$ cat src/rtl/display_pkg.sv
// rtl/display_pkg.sv - shared segment types and hex glyph table for the display mux
//
// Purpose: segment bus type, active-high hex glyph table and the blank glyph.
// Ports:   none (package).

package display_pkg;

   // Segment order is {g,f,e,d,c,b,a}. Bits are active-high here.
   // Pin polarity is applied only at the output registers.
   typedef logic [6:0] seg_t;

   localparam seg_t HEX_SEG [16] = '{
      7'h3F, 7'h06, 7'h5B, 7'h4F,   // 0 1 2 3
      7'h66, 7'h6D, 7'h7D, 7'h07,   // 4 5 6 7
      7'h7F, 7'h6F, 7'h77, 7'h7C,   // 8 9 A B
      7'h39, 7'h5E, 7'h79, 7'h71    // C D E F
   };

   localparam seg_t SEG_OFF = 7'h00;

endpackage

$ cat src/rtl/seg7_hex_lut.sv
// rtl/seg7_hex_lut.sv - combinational hex nibble to seven-segment glyph
//
// Purpose: maps one 4-bit hex nibble to its active-high segment pattern.
// Ports:
//   nibble_i  in  4  hex digit to decode
//   seg_o     out 7  segments {g,f,e,d,c,b,a}, active-high

module seg7_hex_lut
   import display_pkg::*;
(
   input  logic [3:0] nibble_i,
   output seg_t       seg_o
);

   assign seg_o = HEX_SEG[nibble_i];

endmodule

$ cat src/rtl/hex_display_mux.sv
// rtl/hex_display_mux.sv - scanning N-digit seven-segment driver with tear-free update
//
// Purpose: latches an N-digit hex value into a shadow register. The display register
//          copies the shadow only at frame boundaries. Each refresh slot drives one
//          digit, with optional leading-zero blanking. All pin outputs are registered.
// Ports:
//   clk       in  1            clock
//   reset     in  1            synchronous, active-high
//   load      in  1            strobe: capture value/dp_in into the shadow register
//   value     in  4*N_DIGITS   hex nibbles, nibble i = digit i
//   dp_in     in  N_DIGITS     per-digit decimal point, 1 = lit
//   blank_lz  in  1            live level: blank leading zeros
//   seg       out 7            segments {g,f,e,d,c,b,a}, pin polarity
//   dp        out 1            decimal point of the active digit, pin polarity
//   an        out N_DIGITS     one-hot digit select, pin polarity
//   pending   out 1            shadow holds data not yet displayed

module hex_display_mux
   import display_pkg::*;
#(
   parameter int N_DIGITS       = 4,
   parameter int REFRESH_DIV    = 50000,
   parameter int SEG_ACTIVE_LOW = 1,
   parameter int AN_ACTIVE_LOW  = 1
) (
   input  logic                  clk,
   input  logic                  reset,
   input  logic                  load,
   input  logic [4*N_DIGITS-1:0] value,
   input  logic [N_DIGITS-1:0]   dp_in,
   input  logic                  blank_lz,
   output logic [6:0]            seg,
   output logic                  dp,
   output logic [N_DIGITS-1:0]   an,
   output logic                  pending
);

   localparam int VAL_W  = 4 * N_DIGITS;
   localparam int IDX_W  = (N_DIGITS > 1) ? $clog2(N_DIGITS) : 1;
   localparam int PCNT_W = $clog2(REFRESH_DIV);

   localparam logic [PCNT_W-1:0] PCNT_LAST = PCNT_W'(REFRESH_DIV - 1);
   localparam logic [IDX_W-1:0]  IDX_LAST  = IDX_W'(N_DIGITS - 1);

   // Polarity masks. Each one is XORed onto an active-high value to produce the pin value.
   localparam logic                SEG_INV     = (SEG_ACTIVE_LOW != 0);
   localparam seg_t                SEG_MASK    = {7{SEG_INV}};
   localparam logic [N_DIGITS-1:0] AN_MASK     = {N_DIGITS{AN_ACTIVE_LOW != 0}};
   localparam seg_t                SEG_PIN_OFF = SEG_OFF ^ SEG_MASK;

   // ---------------------------------------------------------------- state
   logic [PCNT_W-1:0]   pcnt_q, pcnt_d;
   logic [IDX_W-1:0]    idx_q, idx_d;
   logic [VAL_W-1:0]    shadow_val_q, shadow_val_d;
   logic [N_DIGITS-1:0] shadow_dp_q, shadow_dp_d;
   logic [VAL_W-1:0]    disp_val_q, disp_val_d;
   logic [N_DIGITS-1:0] disp_dp_q, disp_dp_d;
   logic                pending_q, pending_d;
   seg_t                seg_q, seg_d;
   logic                dp_q, dp_d;
   logic [N_DIGITS-1:0] an_q, an_d;

   logic tick;
   logic frame_end;

   // ---------------------------------------------------------------- scan + shadow next state
   always_comb begin
      tick      = (pcnt_q == PCNT_LAST);
      frame_end = tick && (idx_q == IDX_LAST);

      pcnt_d = tick ? '0 : pcnt_q + 1'b1;

      idx_d = idx_q;
      if (tick) begin
         idx_d = (idx_q == IDX_LAST) ? '0 : idx_q + 1'b1;
      end

      shadow_val_d = shadow_val_q;
      shadow_dp_d  = shadow_dp_q;
      disp_val_d   = disp_val_q;
      disp_dp_d    = disp_dp_q;
      pending_d    = pending_q;

      // The boundary transfer reads the current shadow. A load in the same cycle then
      // overwrites the shadow and keeps pending set, so the displayed copy is always one
      // complete earlier value.
      if (frame_end && pending_q) begin
         disp_val_d = shadow_val_q;
         disp_dp_d  = shadow_dp_q;
         pending_d  = 1'b0;
      end
      if (load) begin
         shadow_val_d = value;
         shadow_dp_d  = dp_in;
         pending_d    = 1'b1;
      end
   end

   // ---------------------------------------------------------------- digit select + blanking
   logic [3:0]          nib_sel;
   logic                dp_sel;
   logic                zero_sel;
   logic [N_DIGITS-1:0] an_hot;
   logic [N_DIGITS-1:0] zero_from;
   logic                lz_run;

   always_comb begin
      // zero_from[i] is set when nibbles i..N_DIGITS-1 of the display register are all zero.
      zero_from = '0;
      lz_run    = 1'b1;
      for (int i = N_DIGITS - 1; i >= 0; i--) begin
         lz_run       = lz_run && (disp_val_q[4*i +: 4] == 4'h0);
         zero_from[i] = lz_run;
      end

      nib_sel  = 4'h0;
      dp_sel   = 1'b0;
      zero_sel = 1'b0;
      an_hot   = '0;
      for (int i = 0; i < N_DIGITS; i++) begin
         if (idx_q == IDX_W'(i)) begin
            nib_sel   = disp_val_q[4*i +: 4];
            dp_sel    = disp_dp_q[i];
            zero_sel  = zero_from[i];
            an_hot[i] = 1'b1;
         end
      end
   end

   seg_t seg_hex;

   seg7_hex_lut u_lut (
      .nibble_i (nib_sel),
      .seg_o    (seg_hex)
   );

   // Digit 0 is never blanked, so a zero value still shows a single '0'.
   logic blank_digit;
   assign blank_digit = blank_lz && (idx_q != '0) && zero_sel;

   always_comb begin
      if (blank_digit) begin
         seg_d = SEG_PIN_OFF;
         dp_d  = SEG_INV;
         an_d  = AN_MASK;
      end else begin
         seg_d = seg_hex ^ SEG_MASK;
         dp_d  = dp_sel ^ SEG_INV;
         an_d  = an_hot ^ AN_MASK;
      end
   end

   // ---------------------------------------------------------------- registers
   always_ff @(posedge clk) begin
      if (reset) begin
         pcnt_q       <= '0;
         idx_q        <= '0;
         shadow_val_q <= '0;
         shadow_dp_q  <= '0;
         disp_val_q   <= '0;
         disp_dp_q    <= '0;
         pending_q    <= 1'b0;
         seg_q        <= SEG_PIN_OFF;
         dp_q         <= SEG_INV;
         an_q         <= AN_MASK;
      end else begin
         pcnt_q       <= pcnt_d;
         idx_q        <= idx_d;
         shadow_val_q <= shadow_val_d;
         shadow_dp_q  <= shadow_dp_d;
         disp_val_q   <= disp_val_d;
         disp_dp_q    <= disp_dp_d;
         pending_q    <= pending_d;
         seg_q        <= seg_d;
         dp_q         <= dp_d;
         an_q         <= an_d;
      end
   end

   assign seg     = seg_q;
   assign dp      = dp_q;
   assign an      = an_q;
   assign pending = pending_q;

endmodule
$ cat config.mk
export PLATFORM = sky130hd
export DESIGN_NAME = hex_display_mux
export DESIGN_NICKNAME = d
export VERILOG_FILES = /design/src/rtl/display_pkg.sv /design/src/rtl/seg7_hex_lut.sv /design/src/rtl/hex_display_mux.sv
export SDC_FILE = /design/constraint.sdc
export NUM_CORES = 1
export LEC_CHECK = 0
export ABC_AREA = 1
export BUFFER_PORTS_ARGS = -buffer_cell sky130_fd_sc_hd__buf_2
export CELL_PAD_IN_SITES_DETAIL_PLACEMENT = 1
export CELL_PAD_IN_SITES_GLOBAL_PLACEMENT = 1
export CORE_MARGIN = 5
export CORE_UTILIZATION = 35
export CTS_BUF_LIST = sky130_fd_sc_hd__clkbuf_4 sky130_fd_sc_hd__clkbuf_8
export CTS_CLUSTER_SIZE = 28
export DETAILED_ROUTE_END_ITERATION = 8
export PLACE_DENSITY_LB_ADDON = 0.1
export SYNTH_ARGS = -nofsm -noshare
export SYNTH_HDL_FRONTEND = slang
export SYNTH_HIERARCHICAL = 1
export SYNTH_SLANG_ARGS = --single-unit
$ cat constraint.sdc
create_clock -name clk -period 2.25 [get_ports clk]
set_input_delay 0 -clock clk [delete_from_list [all_inputs] [get_ports clk]]
set_output_delay 0 -clock clk [all_outputs]
set_load 0.005 [all_outputs]
== After elaboration in Yosys (flattened, before gate mapping) ==
Memories as Yosys holds them, arrays and structs flattened.
Index checks and enable logic that the tools add are counted.

* Input port bits: 24
* Memories kept: 1
* Word-level logic and storage cells: 59
* Memory bits (read-only): 112
* Register bits: 71

{| class="wikitable"
|+ Memory list
! name !! words !! width !! rd ports !! clocked after memory_dff !! wr ports !! line !! source
|-
| (name not given) || 16 || 7 || 1 || 0 || 0 || seg7_hex_lut.sv:15 || <nowiki>assign seg_o = HEX_SEG[nibble_i];</nowiki>
|}

* Bitwise operators: 4
* Magnitude comparators: 1
* Reductions and logical operators: 16
* Mux-type cells: 21
* Equal/unequal tests: 4
* $add $sub $neg: 2

{| class="wikitable"
|+ Operators with widths
! operator !! number
|-
| 16-bit by 1-bit adder with 16-bit output (second input constant) || 1
|-
| 16-bit == test (second input constant) || 1
|-
| 4-bit logical NOT || 4
|-
| 4-bit 2-to-1 mux || 4
|-
| 1-bit 2-to-1 mux || 14
|-
| 7-bit 2-to-1 mux || 2
|-
| 1-bit logical AND || 7
|-
| 7-bit inverter || 1
|-
| 5-bit >= comparator (second input constant) || 1
|-
| 4-bit inverter with 5-bit output || 1
|-
| 2-bit == test (second input constant) || 2
|-
| 4-bit inverter || 1
|-
| 2-bit nonzero test || 2
|-
| 2-bit OR reduction || 2
|-
| 2-bit by 1-bit adder with 2-bit output (second input constant) || 1
|-
| 2-bit by 1-bit == test with 1-bit output (second input constant) || 1
|-
| 2-bit logical NOT || 1
|-
| 2-bit 2-to-1 mux || 1
|-
| 1-bit inverter || 1
|}

== Logic depth before layout (Yosys ltp) ==
Gate-level depths: netlist of the first run.

* Depth in word-level cells: 10
* Mapped depth: 14
* Mapped depth without buffers: 14

== Cells and area by module ==
Netlist of the first run, hierarchy kept.

{| class="wikitable"
|+ By module, submodules not included
! module !! cells each !! instances !! area each (µm²)
|-
| hex_display_mux || 383 || 1 || 2,962.8
|-
| seg7_hex_lut || 52 || 1 || 270.3
|}

== Worst setup path before layout of the first run ==
OpenSTA, ideal clock, no wires.

* Kind: reg2reg
* Start: reg idx_q[0]
* End: reg seg_q[3] (netlist: seg[3])
* Data arrival time: 1,986 ps
* Required time: 2,120 ps
* Period minus slack after synthesis: 2,116 ps
* Library setup time: 130 ps
* Setup slack: 134 ps
* Cell stages (with the launch flop): 14
* Cell sequence: dfxtp_1 -> inv_1 -> ha_1 -> clkbuf_1 -> inv_1 -> o211ai_1 -> a21oi_1 -> inv_1 -> ha_1 -> nand2_1 -> o21ai_0 -> nand2_1 -> nand2_1 -> nand3_1

* Longest elaborated chain between the ends: 10
* Elaborated cells on any way between the ends: 21
* Those cells by class: eq/ne (3); mux (10); bitwise (2); reduce/logical (5); memory (1)

{| class="wikitable"
|+ Ends and longest elaborated chain
! item !! line !! source
|-
| from (decl) || hex_display_mux.sv:53 || <nowiki>logic [IDX_W-1:0] idx_q, idx_d;</nowiki>
|-
| from (signal assigned) || hex_display_mux.sv:168 || <nowiki>idx_q <= idx_d;</nowiki>
|-
| 2-bit logical NOT || hex_display_mux.sv:121 || <nowiki>if (idx_q == IDX_W'(i)) begin</nowiki>
|-
| 4-bit 2-to-1 mux (3 in a row) || hex_display_mux.sv:121 ||
|-
| 4-bit 2-to-1 mux * || hex_display_mux.sv:121 ||
|-
| net nib_sel[1] || hex_display_mux.sv:100 || <nowiki>logic [3:0] nib_sel;</nowiki>
|-
| 4-bit inverter with 5-bit output (not written as such) * || seg7_hex_lut.sv:15 ||
|-
| memory 16 x 7 bit * || -- ||
|-
| 7-bit 2-to-1 mux (not written as such) * (2 in a row) || seg7_hex_lut.sv:15 ||
|-
| net seg_hex[3] || hex_display_mux.sv:130 || <nowiki>seg_t seg_hex;</nowiki>
|-
| 7-bit inverter (no source line) * || -- ||
|-
| to (signal assigned) || hex_display_mux.sv:174 || <nowiki>seg_q <= seg_d;</nowiki>
|-
| to (decl) || hex_display_mux.sv:59 || <nowiki>seg_t seg_q, seg_d;</nowiki>
|}

The timed path passes the listed nets; every way through them passes the cells marked *. The select of a mux whose other input is x is not followed.
A chain may end at the register's enable or synchronous reset.

== Final worst setup path of the first run ==
Ends and elaborated chain as after synthesis.

==> results of run 1 <==
==> layer usage <==
layer | share of wire (%) | track usage, % | vias to the layer above
met5 | 0 | 0 | -
met4 | 1.2 | 5.55 | 0
met3 | 2.5 | 2.61 | 9
met2 | 43 | 22.4 | 38
met1 | 53 | 21.3 | 1324
li1 | - | - | 1539
==> registers in the layout, summed over array words and instances (netlist names) <==
register	flops
an	4
disp_dp_q	4
disp_val_q	16
dp	1
idx_q	2
pcnt_q	16
pending	1
seg	7
shadow_dp_q	4
shadow_val_q	16
==> what timing repair did <==
action,CTS,global route
hold buffers,20,0
setup buffers,0,0
gates resized for setup,0,2
setup endpoints to repair,0,1
hold endpoints to repair,20,0
==> power by group <==
group          leakage, nW  total [mW]  switching, mW  internal [mW]
Clock                0.109        1.15          0.499          0.651
Combinational        0.867       0.138         0.0731         0.0650
Sequential           0.581        1.31         0.0165           1.29
==> layout make-up <==
type / count / share of cell area [%]
Sequential cell: 71 / 36.4
Clock inverter: 5 / 2.08
Clock buffer: 10 / 3.52
Tap cell: 111 / 3.55
Multi-Input combinational cell: 308 / 39.3
Timing Repair Buffer: 68 / 12.0
Inverter: 33 / 3.17
==> per-stage QoR <==
stage	instance area (sq um)	power [mW]	hold WS, ns	std cells	worst slack, ns
6_report	3910	2.60	0.107	606	0.240
3_5_place_dp	3490	1.45	0.230	571	0.212
5_1_grt	3910	2.72	0.138	606	0.0492
2_1_floorplan	3230	1.41	0.135	435	0.134
4_1_cts	3910	2.65	0.102	606	0.210
3_3_place_gp	3490	1.45	0.220	571	0.287
==> kinds of logic (layout without fill, tap and decap cells) <==
group,count (synthesis),count (layout),share of synthesized area [%]
flops,71,71,44.0
fa+ha+maj,12,12,4.64
simple gates,217,217,29.8
compound gates,75,75,11.9
xor+xnor,4,4,1.08
buf+inv,56,116,8.63
==> worst min-delay path by stage <==
stage              from                     endpoint  slack, ns  cells past startpoint
2_1_floorplan  dp_in[0]  shadow_dp_q[0]$_SDFFE_PP0P_       0.13                      2
5_1_grt           reset   disp_val_q[4]$_SDFFE_PP0P_       0.14                      2
4_1_cts           reset  disp_val_q[10]$_SDFFE_PP0P_       0.10                      2
6_report          reset   disp_val_q[8]$_SDFFE_PP0P_       0.11                      2
3_3_place_gp   dp_in[1]  shadow_dp_q[1]$_SDFFE_PP0P_       0.22                      3
3_5_place_dp   dp_in[1]  shadow_dp_q[1]$_SDFFE_PP0P_       0.23                      3
==> worst max-delay path: stages (launching register included) <==
cell and delay (ns):
dfxtp_1 0.38, inv_1 0.09, ha_1 0.25, inv_1 0.14
o211ai_1 0.11, a21oi_1 0.19, inv_1 0.11, ha_1 0.29
nand2_1 0.06, o21ai_1 0.07, nand2_1 0.06, nand2_1 0.06
nand3_1 0.06
==> cell usage in the layout (no fill, tap or decap), types with 2 or more instances in the layout <==
cell type | synthesis | final
buf_2 | 1 | 36
dfxtp_1 | 71 | 71
xor2_1 | 3 | 3
dlygate4sd3_1 | 0 | 20
nor2_1 | 69 | 69
o211ai_1 | 4 | 4
o21ai_0 | 26 | 25
inv_2 | 5 | 5
a21oi_1 | 44 | 43
clkbuf_8 | 0 | 10
nand2_2 | 3 | 3
nand4_1 | 24 | 24
ha_1 | 12 | 12
nand2_1 | 82 | 82
inv_1 | 28 | 28
nand3_1 | 25 | 25
nor2_2 | 2 | 2
nor3_1 | 5 | 5
nor2_4 | 2 | 2
nand3_2 | 2 | 2
buf_4 | 3 | 12
bufinv_16 | 0 | 2
o21ai_1 | 1 | 2
==> flow_summary.toml, run 1 <==
[finish]
diodes = 0
fillers = 1169
finish.net_count = 527
fin_util_pct = 42.9
final_layout_size_suffix_gt1_share_pct = 16.0
area_growth_pct = 20.9
multiInputGateArea_sq_um = 1540
regArea_sq_um = 1420

[synth]
synth_flop_cell = "dfxtp_1"
synth_cell_types = 27
synth_largest_area_cell = "dfxtp_1"
synth.avg_cell_area_sq_um = 7.43
yosysWarnings = 6
synth_fp_nets = 471
synth_edf_count = 0
ys_top_cells_by_area = "dfxtp_1 44%, nand2_1 9.5%, nor2_1 8.0%"
ys_ff_latch = 71
synth_most_common_cell = "nand2_1"
ys_async_sr_fraction_pct = 0
seq_area_frac_synth_pct = 44.0
syn_area_sq_um = 3230
synthCells = 435
yosys-top-cells-count = "82 x nand2_1, 71 x dfxtp_1, 69 x nor2_1"
synth_top_cell_area_share_pct = 44.0

[sta]
period_needed_ns = 2.01
fmax_mhz = 498
tns_ns = 0
fin_skew_ns = 0.0105
tightest_slew_ns = 0.632
relSlewSlack_pct = 57.8
finalHoldViolCount = 0
setup_viol = 0
slew_violations = 0
rsz0062_at_grt = "false"
fin_crit_sh_pct = 89.3

[die]
die_area_sq_um = 11300
initial_utilization_pct = 35.5
boundaryPins = 37
die_w_microns = 106
core_area_sq_um = 9110
fp.dieH_microns = 106
std_cell_rows = 35

[route]
vias = 2910
drt_iter0_markers = 70
post_drt_wl_per_cell_microns = 13.2
routed_wl_microns = 7980
viasPerCell = 4.80
ant_nets = 0
route.detailed.drc = 0
dr.pass1.iters = 4

[global_route]
grt_pass1_wl_microns = 13800
gr-total-overflow = 0
grt_max_degree = 33
track_usage_pct = 14.9
antenna_found_initial = 0
first_global_vias = 2898

[placement]
dpl.hpwl_microns = 5700
port_buffers = 36
place.gp.congestion = 0.809

[clock_tree]
cts_tree = "yes"
clkSinkCount = 71
cts-root-buf = "clkbuf_8"
numCtsBuffers = 9
clkLatencyLatePin_ns = 0.34
path_clk_slew_ns = 0.08
htree_num_levels = 3
max-clock-path-buffers = 2

[setup_path]
rr_endpoint = "seg[3]$_SDFF_PP1_"
r2r_cells = 12
cp_data_arrival_time_ns = 2.22
r2r_slack_ns = 0.24
crit_required_ns = 2.46
crit_start = "idx_q[0]$_SDFFE_PP0N_"
cp-end-kind = "flip-flop"
start_kind = "flip-flop"
worstSetupEndpoint = "seg[3]$_SDFF_PP1_"
r2r-start = "idx_q[0]$_SDFFE_PP0N_"
crit_type = "reg -> reg"
critPathMaxFanout = 5

[run]
max_cap_violations = 0

[power_and_ir_drop]
power_leakage_nw = 1.56
ir_worst_vdd_mv = 0.309
powerDensity_nw_per_um2 = 664

[hold_path]
min_path_type = "in -> reg"

[outcome]
status = "finished clean"
(Power assumes the default switching activity.)
==> run 2, diff against run 1 <==
Settings changed: CORE_UTILIZATION 35 to 40, CTS_CLUSTER_DIAMETER set to 100.
==> run 2 against run 1 <==
  * Count of clock-buffer cells in the layout down 1
  * Non-clock buffer count up 1
  * Fmax up 0.99%
  * Clock power up 8%
  * Total power up 3.8%
==> flow_summary.toml, run 2 (same netlist as run 1, synthesis figures left out) <==
[global_route]
grt_pass1_wl_microns = 14200
first_global_vias = 3091
track_usage_pct = 17.5
grt_max_degree = 26
gr-total-overflow = 0
antenna_found_initial = 0

[route]
post_drt_wl_per_cell_microns = 13.9
vias = 3022
drt_iter0_markers = 119
met1_length_microns = 3790
routed_wl_microns = 8360
viasPerCell = 5.05
wl_met3_microns = 287
dr_wl_met2_microns = 4130
ant_nets = 0
route.detailed.drc = 0
routed.top_layer = "met4"
dr.pass1.iters = 5

[finish]
final_area_sq_um = 3940
fin_util_pct = 50.5
final_common_cell = "nand2_1"
final_layout_size_suffix_gt1_share_pct = 16.7
diodes = 0
most-common-layout-cells = "82 x nand2_1, 70 x dfxtp_1, 69 x nor2_1"
reg_top3 = "disp_val_q (16), pcnt_q (16), shadow_val_q (16)"
fillers = 1013
stdcell_count = 599
area_growth_pct = 21.9
finish.net_count = 528

[setup_path]
r2r-start = "idx_q[0]$_SDFFE_PP0N_"
cp.depth = 11
start_kind = "flip-flop"
rr_endpoint = "seg[3]$_SDFF_PP1_"
r2r_slack_ns = 0.26
path_buf_inv = 3
worstSetupEndpoint = "seg[3]$_SDFF_PP1_"
cp-end-kind = "flip-flop"
r2r_cells = 11
cp_data_arrival_time_ns = 2.20
critPathSlowestCell = "dfxtp_2"
slowest_delay_ns = 0.36
crit_type = "reg -> reg"
crit_required_ns = 2.46
crit_start = "idx_q[0]$_SDFFE_PP0N_"
path_cells = "inv_1, ha_1, buf_4, a21oi_1, a21oi_2, buf_4, ha_1, o21ai_0, nand2_1, nand2_1, nand3_1"
critical_path.top_delay_family = "adder cells"
critPathMaxFanout = 6

[power_and_ir_drop]
clkPwrFrac_pct = 46.0
swShare_pct = 22.1
powerDensity_nw_per_um2 = 684
p_seq_share_pct = 48.6
p_int_mw = 2.10
ir_worst_vdd_mv = 0.313
switchingPower_mw = 0.595
pwr-share-comb_pct = 5.4
power_leakage_nw = 1.58
total_power_mw = 2.70

[run]
max_cap_violations = 0

[clock_tree]
cts-root-buf = "clkbuf_8"
htree_num_levels = 3
cts_tree = "yes"
max-clock-path-buffers = 2
path_clk_slew_ns = 0.08
post_cts_buffers = 0
numCtsBuffers = 9
clkSinkCount = 71
clkLatencyLatePin_ns = 0.34

[sta]
fin_crit_sh_pct = 88.4
fmax_mhz = 502
hold_ws_ns = 0.138
setup_viol = 0
finalHoldViolCount = 0
tns_ns = 0
relSlewSlack_pct = 57.3
period_needed_ns = 1.99
tightest_slew_ns = 0.640
rsz0062_at_grt = "false"
slew_violations = 0
fin_skew_ns = 0.00850
fin_ws_ns = 0.260

[die]
boundaryPins = 37
initial_utilization_pct = 41.4
die_w_microns = 99.9
core_area_sq_um = 7810
fp.dieH_microns = 99.9
die_area_sq_um = 9980
std_cell_rows = 32

[outcome]
status = "finished clean"

[placement]
place.gp.congestion = 0.942
placed_area_sq_um = 3480
dpl.hpwl_microns = 5730
dp_slack_ns = 0.189
port_buffers = 36
dp.cells = 562

[hold_path]
min_path_type = "in -> reg"
run 2: cell count changes in the layout (fill, tap and decap cells not counted), sizes merged:
cell / delta
inv: -1
clkbuf: -1
bufinv: +1
dlygate4sd3: +1
clkinvlp: -1
clkinv: +3
run 2: power by group through the flow:
stage	combinational, mW	sequential [mW]	clock [mW]
finish	0.146	1.31	1.24
global route	0.166	1.31	1.33
CTS	0.145	1.31	1.27
detailed placement	0.116	1.34	0
global placement	0.112	1.34	0
floorplan	0.0712	1.34	0
run 2: how the worst min path moves through the flow:
| stage | endpoint | startpoint | cells past startpoint |
|---|---|---|---|
| global route | pending$_SDFFE_PP0P_ | load | 3 |
| detailed placement | shadow_val_q[7]$_SDFFE_PP0P_ | value[7] | 3 |
| CTS | pending$_SDFFE_PP0P_ | load | 3 |
| finish | pending$_SDFFE_PP0P_ | load | 3 |
| floorplan | shadow_dp_q[0]$_SDFFE_PP0P_ | dp_in[0] | 2 |
| global placement | shadow_val_q[8]$_SDFFE_PP0P_ | value[8] | 3 |
run 2: per-layer routing:
metal / track usage (%) / vias to the layer above
met5: 0 / -
met4: 5.99 / 0
met3: 3.82 / 14
met2: 30.6 / 46
met1: 21.2 / 1415
li1: - / 1547
run 2: what timing repair did:
action / in CTS / in global routing
endpoints found under the setup margin: 0 / 1
endpoints found under the hold margin: 23 / 0
hold buffers: 21 / 0
gates resized for setup: 0 / 4
run 2: worst reg2reg max path, cell delays in order, from the launching register on:
cell,delay [ns]
dfxtp_2,0.36
inv_1,0.08
ha_1,0.24
buf_4,0.16
a21oi_1,0.19
a21oi_2,0.09
buf_4,0.15
ha_1,0.23
o21ai_0,0.16
nand2_1,0.07
nand2_1,0.06
nand3_1,0.07
run 2: area by class of cell:
type	instances	area, sq um	share of cell area, %
repair buffers	69	480	12.2
clock buffers	9	124	3.14
multi-input cells	308	1540	39.1
flip-flops and latches	71	1420	36.1
inverters	33	124	3.14
well taps	102	128	3.24
clock inverters	7	121	3.08
==> run 3, diff against run 2 <==
Settings changed: ABC_AREA 1 to not set, CORE_UTILIZATION 40 to 42.
==> run 3 against run 2 <==
  * First-iteration DRC count is 51% lower
  * Fmax fell by 8.2%
  * Final cell count fell by 13%
  * Sequential share of layout area fell by 1.1 points
  * Total power up 1.7%
  * Area after synthesis increased by 0.31%
  * Critical endpoint unchanged
  * Largest cell class unchanged
  * Largest power group unchanged
==> flow_summary.toml, run 3 <==
[outcome]
status = "finished clean"

[sta]
fmax_mhz = 461
setup_viol = 0
tightest_slew_ns = 0.651
tns_ns = 0
period_needed_ns = 2.17
finalHoldViolCount = 0
fin_crit_sh_pct = 96.4
relSlewSlack_pct = 56.6
slew_violations = 0
fin_skew_ns = 0.0128

[setup_path]
crit_type = "reg -> reg"
r2r_cells = 10
r2r-start = "idx_q[0]$_SDFFE_PP0N_"
cp_data_arrival_time_ns = 2.45
rr_endpoint = "seg[3]$_SDFF_PP1_"
crit_required_ns = 2.53
r2r_slack_ns = 0.08
crit_start = "idx_q[0]$_SDFFE_PP0N_"
worstSetupEndpoint = "seg[3]$_SDFF_PP1_"
start_kind = "flip-flop"
cp-end-kind = "flip-flop"
critPathMaxFanout = 4

[synth]
seq_area_frac_synth_pct = 43.8
ys_async_sr_fraction_pct = 0
synth_fp_nets = 386
synth_flop_cell = "dfxtp_1"
synth_top_cell_area_share_pct = 43.8
synthCells = 350
synth_edf_count = 0
yosysWarnings = 6
ys_ff_latch = 71
syn_area_sq_um = 3240
ys_top_cells_by_area = "dfxtp_1 44%, mux2i_1 14%, nand2_1 6.5%"
yosys-top-cells-count = "71 x dfxtp_1, 56 x nand2_1, 45 x nor2_1"
synth_largest_area_cell = "dfxtp_1"
synth_cell_types = 44
synth.avg_cell_area_sq_um = 9.27
synth_most_common_cell = "dfxtp_1"

[die]
fp.dieH_microns = 97.9
die_area_sq_um = 9580
die_w_microns = 97.9
initial_utilization_pct = 42.6
boundaryPins = 37
core_area_sq_um = 7610
std_cell_rows = 32

[power_and_ir_drop]
pwr-share-comb_pct = 5.3
clkPwrFrac_pct = 47.1
switchingPower_mw = 0.580
ir_worst_vdd_mv = 0.321
power_leakage_nw = 1.61
powerDensity_nw_per_um2 = 673
swShare_pct = 21.2
p_int_mw = 2.16
p_seq_share_pct = 47.6
total_power_mw = 2.74

[global_route]
gr-total-overflow = 0
first_global_vias = 2694
grt_pass1_wl_microns = 12600
grt_max_degree = 46
antenna_found_initial = 0
track_usage_pct = 16.1

[finish]
final_layout_size_suffix_gt1_share_pct = 22.7
final_common_cell = "dfxtp_1"
reg_top3 = "disp_val_q (16), pcnt_q (16), shadow_val_q (16)"
finish.net_count = 450
diodes = 0
area_growth_pct = 25.6
most-common-layout-cells = "70 x dfxtp_1, 56 x nand2_1, 45 x nor2_1"

[route]
post_drt_wl_per_cell_microns = 14.0
route.detailed.drc = 0
routed_wl_microns = 7310
dr.pass1.iters = 4
ant_nets = 0
drt_iter0_markers = 58
viasPerCell = 4.91
vias = 2558

[clock_tree]
numCtsBuffers = 9
cts_tree = "yes"
htree_num_levels = 3
clkSinkCount = 71
path_clk_slew_ns = 0.07
clkLatencyLatePin_ns = 0.35
max-clock-path-buffers = 2
cts-root-buf = "clkbuf_8"

[run]
max_cap_violations = 0

[placement]
dpl.hpwl_microns = 4860
place.gp.congestion = 0.817
port_buffers = 36

[hold_path]
min_path_type = "in -> reg"
holdPathStages = 4
==> run 3: changes by cell type in the layout (fill, tap and decap cells not counted), sizes merged, moves of 3 or more <==
cell,previous run,this run
mux2i,0,44
a21oi,44,8
o211ai,4,1
inv,33,13
o21ai,27,5
nand3,27,9
buf,48,54
nand4,24,3
and3b,0,4
mux2,0,7
xnor2,1,13
nor4,0,10
nand2,85,56
nor2,73,45
==> run 3: logic make-up (layout without fill, tap and decap cells) <==
group | Yosys count | count (layout) | synth area share (%)
AO/OA/AOI/OAI | 22 | 22 | 4.44
buffers and inverters | 34 | 103 | 5.59
XOR/XNOR | 14 | 14 | 3.78
AND/OR/NAND/NOR | 145 | 145 | 20.9
flip-flops | 71 | 71 | 43.8
adder cells (fa/ha/maj) | 12 | 12 | 4.63
multiplexers | 52 | 52 | 16.8
==> run 3: area by class of cell <==
type | instances | area, sq um
Clock buffer | 11 | 151
Sequential cell | 71 | 1430
Inverter | 13 | 51.3
Timing Repair Buffer | 74 | 515
Multi-Input combinational cell | 245 | 1700
Tap cell | 102 | 128
Fill cell | 894 | 3530
Clock inverter | 5 | 104
==> run 3: repair_timing <==
item | 4_1_cts | 5_1_grt
buffers inserted | 1 | 1
hold buffers | 20 | 0
setup endpoints to repair | 1 | 6
endpoints found under the hold margin | 20 | 0
resized for setup | 6 | 12
==> run 3: per-layer routing <==
metal  vias up  wire, microns  track usage, %
met5         -              0               0
met4         0             91            5.11
li1       1301              -               -
met3         7            229            3.86
met2        35           3770            29.3
met1      1215           3210            18.4
==> run 3: power by group through the flow <==
stage,registers [mW],logic [mW],clock network (mW)
floorplan,1.33,0.0786,0
global placement,1.34,0.118,0
detailed placement,1.34,0.122,0
CTS,1.31,0.148,1.32
global route,1.31,0.166,1.38
finish,1.31,0.145,1.29
==> run 3: worst min path at each step <==
| stage | start | slack (ns) | end |
|---|---|---|---|
| 5_1_grt | blank_lz | 0.09 | an[3]$_SDFF_PP1_ |
| 6_report | blank_lz | 0.08 | an[3]$_SDFF_PP1_ |
| 3_5_place_dp | value[15] | 0.25 | shadow_val_q[15]$_SDFFE_PP0P_ |
| 4_1_cts | blank_lz | 0.06 | an[3]$_SDFF_PP1_ |
| 2_1_floorplan | dp_in[0] | 0.15 | shadow_dp_q[0]$_SDFFE_PP0P_ |
| 3_3_place_gp | value[4] | 0.23 | shadow_val_q[4]$_SDFFE_PP0P_ |
==> run 3: critical path, cell delays in order (launching register included) <==
cell     delay, ns
dfxtp_4       0.38
inv_2         0.06
ha_4          0.17
and3b_1       0.17
a21oi_2       0.11
o21ai_1       0.07
mux2_4        0.31
inv_4         0.08
ha_1          0.24
mux4_2        0.47
nand2_1       0.07
==> run 3: through the flow <==
stage | std cells | setup WS (ns) | utilization, % | hold slack [ns] | cell area, sq um
5_1_grt | 521 | -0.0144 | 53.6 | 0.0867 | 4070
3_5_place_dp | 483 | -0.0512 | 46.6 | 0.247 | 3550
6_report | 521 | 0.0813 | 53.6 | 0.0779 | 4070
2_1_floorplan | 350 | 0.00319 | - | 0.147 | 3260
3_3_place_gp | 483 | 0.0316 | 46.6 | 0.235 | 3550
4_1_cts | 520 | 0.0339 | 52.9 | 0.0617 | 4020
